===== config.mk =====
export PLATFORM = sky130hd
export DESIGN_NAME = keypad_emu
export DESIGN_NICKNAME = d
export VERILOG_FILES = /design/src/rtl/keypad_pkg.sv /design/src/rtl/keypad_emu.sv
export SDC_FILE = /design/constraint.sdc
export NUM_CORES = 1
export LEC_CHECK = 0
export ABC_AREA = 1
export CAP_MARGIN = 20
export CORE_MARGIN = 2
export CORE_UTILIZATION = 35
export CTS_CLUSTER_SIZE = 10
export DETAILED_ROUTE_END_ITERATION = 12
export GPL_TIMING_DRIVEN = 0
export SLEW_MARGIN = 20
export SYNTH_ARGS = -nofsm -noshare
export SYNTH_HDL_FRONTEND = slang
export SYNTH_SLANG_ARGS = --single-unit

===== constraint.sdc =====
create_clock -name clk -period 1.6 [get_ports clk]
set_input_delay 0.24 -clock clk [delete_from_list [all_inputs] [get_ports clk]]
set_output_delay 0.24 -clock clk [all_outputs]
set_load 0.05 [all_outputs]

===== src/rtl/keypad_pkg.sv =====
// Shared definitions for the 4x3 phone keypad: key codes, responder states
// and the code-to-matrix-position decode (also usable by the scanner side).
package keypad_pkg;

  localparam logic [4:0] KEY_NONE = 5'h00;
  localparam logic [4:0] KEY_0    = 5'h10;
  localparam logic [4:0] KEY_1    = 5'h11;
  localparam logic [4:0] KEY_2    = 5'h12;
  localparam logic [4:0] KEY_3    = 5'h13;
  localparam logic [4:0] KEY_4    = 5'h14;
  localparam logic [4:0] KEY_5    = 5'h15;
  localparam logic [4:0] KEY_6    = 5'h16;
  localparam logic [4:0] KEY_7    = 5'h17;
  localparam logic [4:0] KEY_8    = 5'h18;
  localparam logic [4:0] KEY_9    = 5'h19;
  localparam logic [4:0] KEY_STAR = 5'h1A;
  localparam logic [4:0] KEY_HASH = 5'h1B;

  typedef enum logic [1:0] {
    S_IDLE,
    S_BOUNCE,
    S_PRESS,
    S_GAP
  } state_e;

  typedef struct packed {
    logic       valid;
    logic [1:0] row;
    logic [1:0] col;
  } key_pos_t;

  // Column index is the col_n bit: the left keypad column is bit 2.
  function automatic key_pos_t key_decode(input logic [4:0] code);
    key_pos_t p;
    p = '{1'b0, 2'd0, 2'd0};
    case (code)
      KEY_1:    p = '{1'b1, 2'd0, 2'd2};
      KEY_2:    p = '{1'b1, 2'd0, 2'd1};
      KEY_3:    p = '{1'b1, 2'd0, 2'd0};
      KEY_4:    p = '{1'b1, 2'd1, 2'd2};
      KEY_5:    p = '{1'b1, 2'd1, 2'd1};
      KEY_6:    p = '{1'b1, 2'd1, 2'd0};
      KEY_7:    p = '{1'b1, 2'd2, 2'd2};
      KEY_8:    p = '{1'b1, 2'd2, 2'd1};
      KEY_9:    p = '{1'b1, 2'd2, 2'd0};
      KEY_STAR: p = '{1'b1, 2'd3, 2'd2};
      KEY_0:    p = '{1'b1, 2'd3, 2'd1};
      KEY_HASH: p = '{1'b1, 2'd3, 2'd0};
      default:  p = '{1'b0, 2'd0, 2'd0};
    endcase
    return p;
  endfunction

endpackage


===== src/rtl/keypad_emu.sv =====
// Keypad responder: injects timed key closures into a row-scanned 4x3 matrix,
// pulling the selected column low only while the scanner drives its row.
module keypad_emu
  import keypad_pkg::*;
#(
  parameter int HOLD_W        = 16,
  parameter int GAP_CYCLES    = 8192,
  parameter int BOUNCE_CYCLES = 0
) (
  input  logic              clk,
  input  logic              reset,
  input  logic [3:0]        row_n,
  output logic [2:0]        col_n,
  input  logic              cmd_valid,
  output logic              cmd_ready,
  input  logic [4:0]        cmd_key,
  input  logic [HOLD_W-1:0] cmd_hold,
  output logic              busy,
  output logic              done,
  output logic              err
);

  localparam int GAP_W = $clog2(GAP_CYCLES + 1);
  localparam int BNC_W = (BOUNCE_CYCLES > 1) ? $clog2(BOUNCE_CYCLES + 1) : 1;

  localparam logic [HOLD_W-1:0] HOLD_ONE = HOLD_W'(1);
  localparam logic [GAP_W-1:0]  GAP_ONE  = GAP_W'(1);
  localparam logic [GAP_W-1:0]  GAP_LAST = GAP_W'(GAP_CYCLES - 1);
  localparam logic [BNC_W-1:0]  BNC_ONE  = BNC_W'(1);
  localparam logic [BNC_W-1:0]  BNC_LAST = BNC_W'(BOUNCE_CYCLES - 1);

  state_e            state_q, state_d;
  logic [4:0]        key_q, key_d;
  logic [HOLD_W-1:0] hold_q, hold_d;
  logic [GAP_W-1:0]  gap_q, gap_d;
  logic [BNC_W-1:0]  bnc_q, bnc_d;
  logic [2:0]        col_n_q, col_n_d;
  logic              rdy_q;
  logic              done_q, done_d;
  logic              err_q, err_d;

  key_pos_t cmd_pos;
  key_pos_t cur_pos;
  logic     accept;
  logic     closed;

  assign cmd_pos = key_decode(cmd_key);
  assign cur_pos = key_decode(key_q);
  assign accept  = cmd_valid && rdy_q;

  // Chatter alternates closed/open, starting closed on the first bounce cycle.
  assign closed = (state_q == S_PRESS) || ((state_q == S_BOUNCE) && !bnc_q[0]);

  always_comb begin
    state_d = state_q;
    key_d   = key_q;
    hold_d  = hold_q;
    gap_d   = gap_q;
    bnc_d   = bnc_q;
    done_d  = 1'b0;
    err_d   = 1'b0;
    case (state_q)
      S_IDLE: begin
        if (accept) begin
          if (!cmd_pos.valid) begin
            err_d = 1'b1;
          end else begin
            key_d   = cmd_key;
            hold_d  = (cmd_hold == '0) ? HOLD_ONE : cmd_hold;
            gap_d   = '0;
            bnc_d   = '0;
            state_d = (BOUNCE_CYCLES > 0) ? S_BOUNCE : S_PRESS;
          end
        end
      end
      S_BOUNCE: begin
        if (bnc_q == BNC_LAST) begin
          bnc_d   = '0;
          state_d = S_PRESS;
        end else begin
          bnc_d = bnc_q + BNC_ONE;
        end
      end
      S_PRESS: begin
        if (hold_q <= HOLD_ONE) begin
          hold_d  = '0;
          state_d = S_GAP;
        end else begin
          hold_d = hold_q - HOLD_ONE;
        end
      end
      S_GAP: begin
        if (gap_q == GAP_LAST) begin
          gap_d   = '0;
          done_d  = 1'b1;
          state_d = S_IDLE;
        end else begin
          gap_d = gap_q + GAP_ONE;
        end
      end
      default: state_d = S_IDLE;
    endcase
  end

  // Passive switch: only the latched key's row can close its column.
  always_comb begin
    col_n_d = 3'b111;
    if (closed && !row_n[cur_pos.row]) begin
      case (cur_pos.col)
        2'd0:    col_n_d = 3'b110;
        2'd1:    col_n_d = 3'b101;
        2'd2:    col_n_d = 3'b011;
        default: col_n_d = 3'b111;
      endcase
    end
  end

  always_ff @(posedge clk) begin
    if (reset) begin
      state_q <= S_IDLE;
      key_q   <= KEY_NONE;
      hold_q  <= '0;
      gap_q   <= '0;
      bnc_q   <= '0;
      col_n_q <= 3'b111;
      rdy_q   <= 1'b0;
      done_q  <= 1'b0;
      err_q   <= 1'b0;
    end else begin
      state_q <= state_d;
      key_q   <= key_d;
      hold_q  <= hold_d;
      gap_q   <= gap_d;
      bnc_q   <= bnc_d;
      col_n_q <= col_n_d;
      rdy_q   <= (state_d == S_IDLE);
      done_q  <= done_d;
      err_q   <= err_d;
    end
  end

  assign col_n     = col_n_q;
  assign cmd_ready = rdy_q;
  assign busy      = (state_q != S_IDLE);
  assign done      = done_q;
  assign err       = err_q;

endmodule


==> results of run 1 <==
[synthesized netlist by cell type, drive strengths merged (2+ instances only)]
| cell | instances | area (µm²) |
|---|---|---|
| a21oi | 39 | 199 |
| ha | 8 | 100 |
| inv | 60 | 225 |
| buf | 2 | 11.3 |
| clkbuf | 5 | 18.8 |
| or2 | 3 | 18.8 |
| xor2 | 8 | 70.1 |
| xnor2 | 2 | 17.5 |
| nor2 | 57 | 231 |
| dfxtp | 48 | 961 |
| nor3 | 10 | 65.1 |
| nand3 | 29 | 150 |
| nand4 | 10 | 62.6 |
| o21ai | 29 | 149 |
| nor3b | 2 | 15.0 |
| nand2 | 89 | 337 |
| nand3b | 2 | 15.0 |
[cell type report]
class	instances	area, µm²
Fill cell	769	3870
Multi-Input combinational cell	294	1730
Sequential cell	48	977
Timing Repair Buffer	56	499
Inverter	60	235
Tap cell	102	128
Clock buffer	6	82.6
Buffer	7	45.0
Clock inverter	2	38.8
[logic make-up (layout without fill, tap and decap cells)]
kind of cell,after synthesis,count (layout)
flops,48,48
compound gates,74,74
fa+ha+maj,8,8
simple gates,202,202
xor+xnor,10,10
buf+inv,67,131
[power breakdown]
part | switching [mW] | total [mW] | internal, mW
clock network | 0.423 | 0.935 | 0.512
logic | 0.650 | 1.07 | 0.425
registers | 0.0816 | 1.36 | 1.28
total | 1.15 | 3.37 | 2.21
[worst paths after layout]
| path | startpoint | endpoint | cells past startpoint |
|---|---|---|---|
| setup / recovery | state_q[1] | cur_pos[1] | 10 |
| hold / removal | cur_pos[0] | col_n[1] | 1 |
| setup reg to reg | state_q[1] | cur_pos[1] | 10 |
| hold reg to reg | cur_pos[0] | col_n[1] | 1 |
[repair_timing]
action                                  CTS  global route
pin swaps                                12            27
resized for setup                        42            60
endpoints found under the setup margin   38            36
setup buffers                            12             9
cloned                                    1             0
[per-layer routing]
layer | vias to the layer above | global-route usage, % | part of all wire, %
met2 | 79 | 28.7 | 47
met1 | 1267 | 21.3 | 47
met5 | - | 0 | 0
met4 | 0 | 5.10 | 1.5
li1 | 1444 | - | -
met3 | 13 | 2.96 | 4.5
[sequential cells by signal, indices dropped and copies added, names as in the netlist]
register / cells
cur_pos: 4
state_q: 2
err: 1
hold_q: 16
cmd_ready: 1
col_n: 3
done: 1
key_q: 5
bnc_q: 1
gap_q: 14
[through the flow]
step / utilization [%] / TNS (ns)
floorplan: - / -0.0203
CTS: 45.6 / -0.0113
global route: 49.1 / -0.386
detailed placement: 41.9 / -10.61
finish: 49.1 / 0
global placement: 41.9 / -10.42
[critical path: stages (launching register included)]
cell and delay, ns:
dfxtp_4 0.37, nor2_4 0.17, nand2_4 0.10, inv_4 0.09, nand2_2 0.05, nand2_2 0.08
nand2_4 0.09, ha_4 0.27, nand4_1 0.09, nand3_1 0.09, a21oi_1 0.06
==> results.cfg, run 1 <==
[run_status]
outcome = complete, no violations

[drt]
drt-initial-drc-count = 134
vias_per_cell = 4.87
antenna_left = 0
routedWlPerCell_um = 12.3
drt_wl_total_um = 7060
via_count = 2803
drc_errors = 0
dr.pass1.iters = 4

[clock_tree]
cts_tree = built
cts.path.max_buffers = 2
clkLatencyLatePin_ns = 0.30
holdBufCountCts = 0
cts_buffers = 5
h-tree-depth = 2
cts.clk_slew.worst_paths_ns = 0.09
cts_sinks = 48
clock-root-buffer = clkbuf_8

[power]
vdd_drop_max_mv = 0.343
power_mw = 3.37
power_density_mw_per_mm2 = 902
power.leakage_nw = 1.62

[die]
row_count = 32
die_w_um = 91.8
core_area_mm2 = 0.00761
fp.dieH_um = 91.8
start_util_pct = 35.4
io_pins = 35
fp.dieArea_mm2 = 0.00842

[placed_design]
gp_congestion = 0.879
placed_area_mm2 = 0.00319
place_ws_ns = -0.626
dp.cells = 545
dp_hpwl_um = 4870
io_buffer_count = 34

[worst_hold_path]
hp-class = register to register

[synth]
syn_nets = 445
synthXorXnorAreaFrac_pct = 3.25
synth_edf_count = 0
synth-simple-area-share_pct = 33.2
synth_top_flop_cell = dfxtp_1
ys_warn_count = 0
synth_compound_area_share_pct = 14.8
synthCells = 409
yosysSeqAreaShare_pct = 35.6
synthMuxAreaShare_pct = 0
yosys.area_share.adder_pct = 3.71
syn_avg_cell_area_um2 = 6.59
yosys_register_bits = 48
synth_cell_types = 34
synth_top_family_by_area = simple AND/OR/NAND/NOR gates
ys_async_sr_fraction_pct = 0
synth_area_mm2 = 0.00270

[sta]
drv_slew = 0
fin_ws_ns = 0.0181
tightest_slew_ns = 0.539
finalSetupViolCount = 0
fin_skew_ns = 0.00355
hold_violations = 0
period_needed_ns = 1.58
relSlewSlack_pct = 64.1
period_share_pct = 98.9
max_clock_freq_mhz = 632
rsz0062_at_grt = true
hold_slack_ns = 0.413

[critical_path]
worst_ep_arrival_time_ns = 1.77
cp.required_ns = 1.78
critPathLaunchType = register
end_kind = register
reg2reg_slack_ns = 0.02
crit_fanout = 5
path_class = register to register

[grt]
grt_pass1_wl_um = 11600
grt_max_degree = 16
overflow = 0
grtUsageTotal_pct = 16.7
antenna_found_initial = 0
grt_pass1_vias = 2603

[layout]
layout_common_cells = nand2_1 (76), inv_1 (48), nor2_1 (46)
final_area_mm2 = 0.00373
final_common_cell = nand2_1
areaGrowthSynthToFinish_pct = 38.5
final_cells = 575
layout-drive-gt1-share_pct = 23.5
final_nets = 508
n_antenna_cell = 0

[flow_run]
max_cap_violations = 0
No activity file was read; power rests on OpenSTA's default activity.
==> inputs of run 2 (changes only) <==
Settings changed: HOLD_SLACK_MARGIN from default to 0.15, REMOVE_ABC_BUFFERS from default to 1.
==> run 2 against run 1 <==
  * Register-to-register slack worse by 0.07 ns
  * Non-clock buffer count unchanged
  * Combinational power about the same
  * Power is essentially flat
  * Design area about the same
  * Critical path type unchanged
  * Core utilization hardly changed
  * Clock skew up 0.0068 ns
  * Via count is 1.4% lower
  * First-iteration DRC count rose by 8.2%
  * Highest routed layer unchanged
  * The run now ends with negative setup slack left
  * Largest cell class unchanged
==> results.cfg, run 2 (synthesis gave the netlist of run 1 again) <==
[run_status]
outcome = complete, but fails checks
violations = negative setup slack

[layout]
final_util_pct = 49.1
largest_register_ffs = 16
layout-drive-gt1-share_pct = 21.9
final_nets = 509
n_antenna_cell = 0
multi_input_area_mm2 = 0.00171
fillers = 778
final_common_cell = nand2_1
regMostFlops = hold_q
reg_top3 = hold_q (16), gap_q (14), key_q (5)
final_cells = 576
layout_common_cells = nand2_1 (76), inv_1 (50), nor2_1 (45)
areaGrowthSynthToFinish_pct = 38.6
register_area_um2 = 970
final_area_mm2 = 0.00374

[drt]
drc_errors = 0
routedWlPerCell_um = 12.2
drt-initial-drc-count = 145
via_count = 2764
dr.pass1.iters = 6
drt_wl_total_um = 7020
antenna_left = 0
vias_per_cell = 4.80

[sta]
max_clock_freq_mhz = 604
tightest_slew_ns = 0.502
hold_slack_ns = 0.410
drv_slew = 0
relSlewSlack_pct = 66.3
period_needed_ns = 1.66
fin_skew_ns = 0.0103
period_share_pct = 103
finalSetupViolCount = 4
hold_violations = 0
rsz0062_at_grt = true
fin_ws_ns = -0.0556

[critical_path]
crit_fanout = 5
crit_path_cell_trace = nand2_4, nor2_4, nand2_4, inv_4, nand2_4, nand2_4, nand2_4, ha_4, nand4_1, nand3_1, a21oi_2
worst_ep_arrival_time_ns = 1.85
r2r_cells = 11
cp_num_buf_inv = 1
cpMostUsedCell = nand2_4
crit_family = simple AND/OR/NAND/NOR gates
path_class = register to register
r2r-start = cmd_ready
slowest_stage = dfxtp_2
end_kind = register
cp.required_ns = 1.79
reg2reg_slack_ns = -0.06
critPathLaunchType = register
cpPeakStageDelay_ns = 0.37
r2r-end = cur_pos[1]

[grt]
grt_pass1_vias = 2556
overflow = 0
grt_pass1_wl_um = 11300
antenna_found_initial = 0
grtUsageTotal_pct = 16.3
grt_max_degree = 19

[placed_design]
dp.cells = 538
place_ws_ns = -1.21
placed_area_mm2 = 0.00313
io_buffer_count = 34
dp_hpwl_um = 4640
gp_congestion = 0.830

[clock_tree]
cts_tree = built
cts.clk_slew.worst_paths_ns = 0.10
clkLatencyLatePin_ns = 0.30
cts_sinks = 48
h-tree-depth = 2
cts.path.max_buffers = 2
cts_buffers = 5
clock-root-buffer = clkbuf_8

[worst_hold_path]
worstHoldPathCells = 1
hp-class = register to register
min_to = col_n[2]
hp-start = cur_pos[1]

[power]
power_density_mw_per_mm2 = 902
vdd_drop_max_mv = 0.407
power.leakage_nw = 1.63

[die]
row_count = 32
io_pins = 35
fp.dieArea_mm2 = 0.00842
core_area_mm2 = 0.00761
start_util_pct = 35.4
fp.dieH_um = 91.8
die_w_um = 91.8

[flow_run]
max_cap_violations = 0
[run 2: power by group]
| group | switching [mW] | total (mW) | internal [mW] |
|---|---|---|---|
| clock network | 0.426 | 0.937 | 0.512 |
| registers | 0.0781 | 1.35 | 1.28 |
| logic | 0.639 | 1.08 | 0.439 |
| total | 1.14 | 3.37 | 2.23 |
[run 2: final cells by class]
type                    instances  share of cell area, %
repair buffers                 63                   15.0
well taps                     102                   3.42
multi-input cells             294                   45.8
inverters                      60                   6.50
clock inverters                 2                   1.04
clock buffers                   6                   2.21
flip-flops and latches         48                   26.0
repair inverters                1                  0.134
[run 2: how the worst max path moves through the flow]
stage	from	slack (ns)	to	depth (start not counted)
4_1_cts	cmd_ready	-0.06	cur_pos[3]	13
3_5_place_dp	reset	-1.21	cur_pos[3]	9
5_1_grt	cmd_ready	-0.22	cur_pos[3]	13
6_report	cmd_ready	-0.06	cur_pos[1]	11
2_1_floorplan	cmd_ready	-0.51	cur_pos[2]	13
3_3_place_gp	reset	-1.20	cur_pos[3]	9
[run 2: timing repair]
action | 4_1_cts | 5_1_grt
hold buffers | 0 | 0
gates resized for setup | 54 | 39
endpoints found under the setup margin | 45 | 38
setup buffers | 17 | 12
pin swaps | 15 | 18
hold endpoints to repair | 0 | 0
gates cloned | 1 | 0
[run 2: metrics by stage]
step | TNS (ns) | power [mW]
floorplan | -3.60 | 1.97
global placement | -23.08 | 2.21
detailed placement | -23.51 | 2.22
CTS | -0.119 | 3.25
global route | -0.779 | 3.56
finish | -0.159 | 3.37
[run 2: per-layer routing]
layer / wire length (µm) / up-vias / track usage, %
met2: 3540 / 44 / 29.0
met1: 3200 / 1265 / 20.1
li1: - / 1446 / -
met4: 99 / 0 / 5.10
met3: 179 / 9 / 2.55
met5: 0 / - / 0
==> inputs of run 3 (changes only) <==
Settings changed: SLEW_MARGIN 20 to 40.
==> results of run 3 <==
Final layout, timing and power as in run 2 (identical DEF).
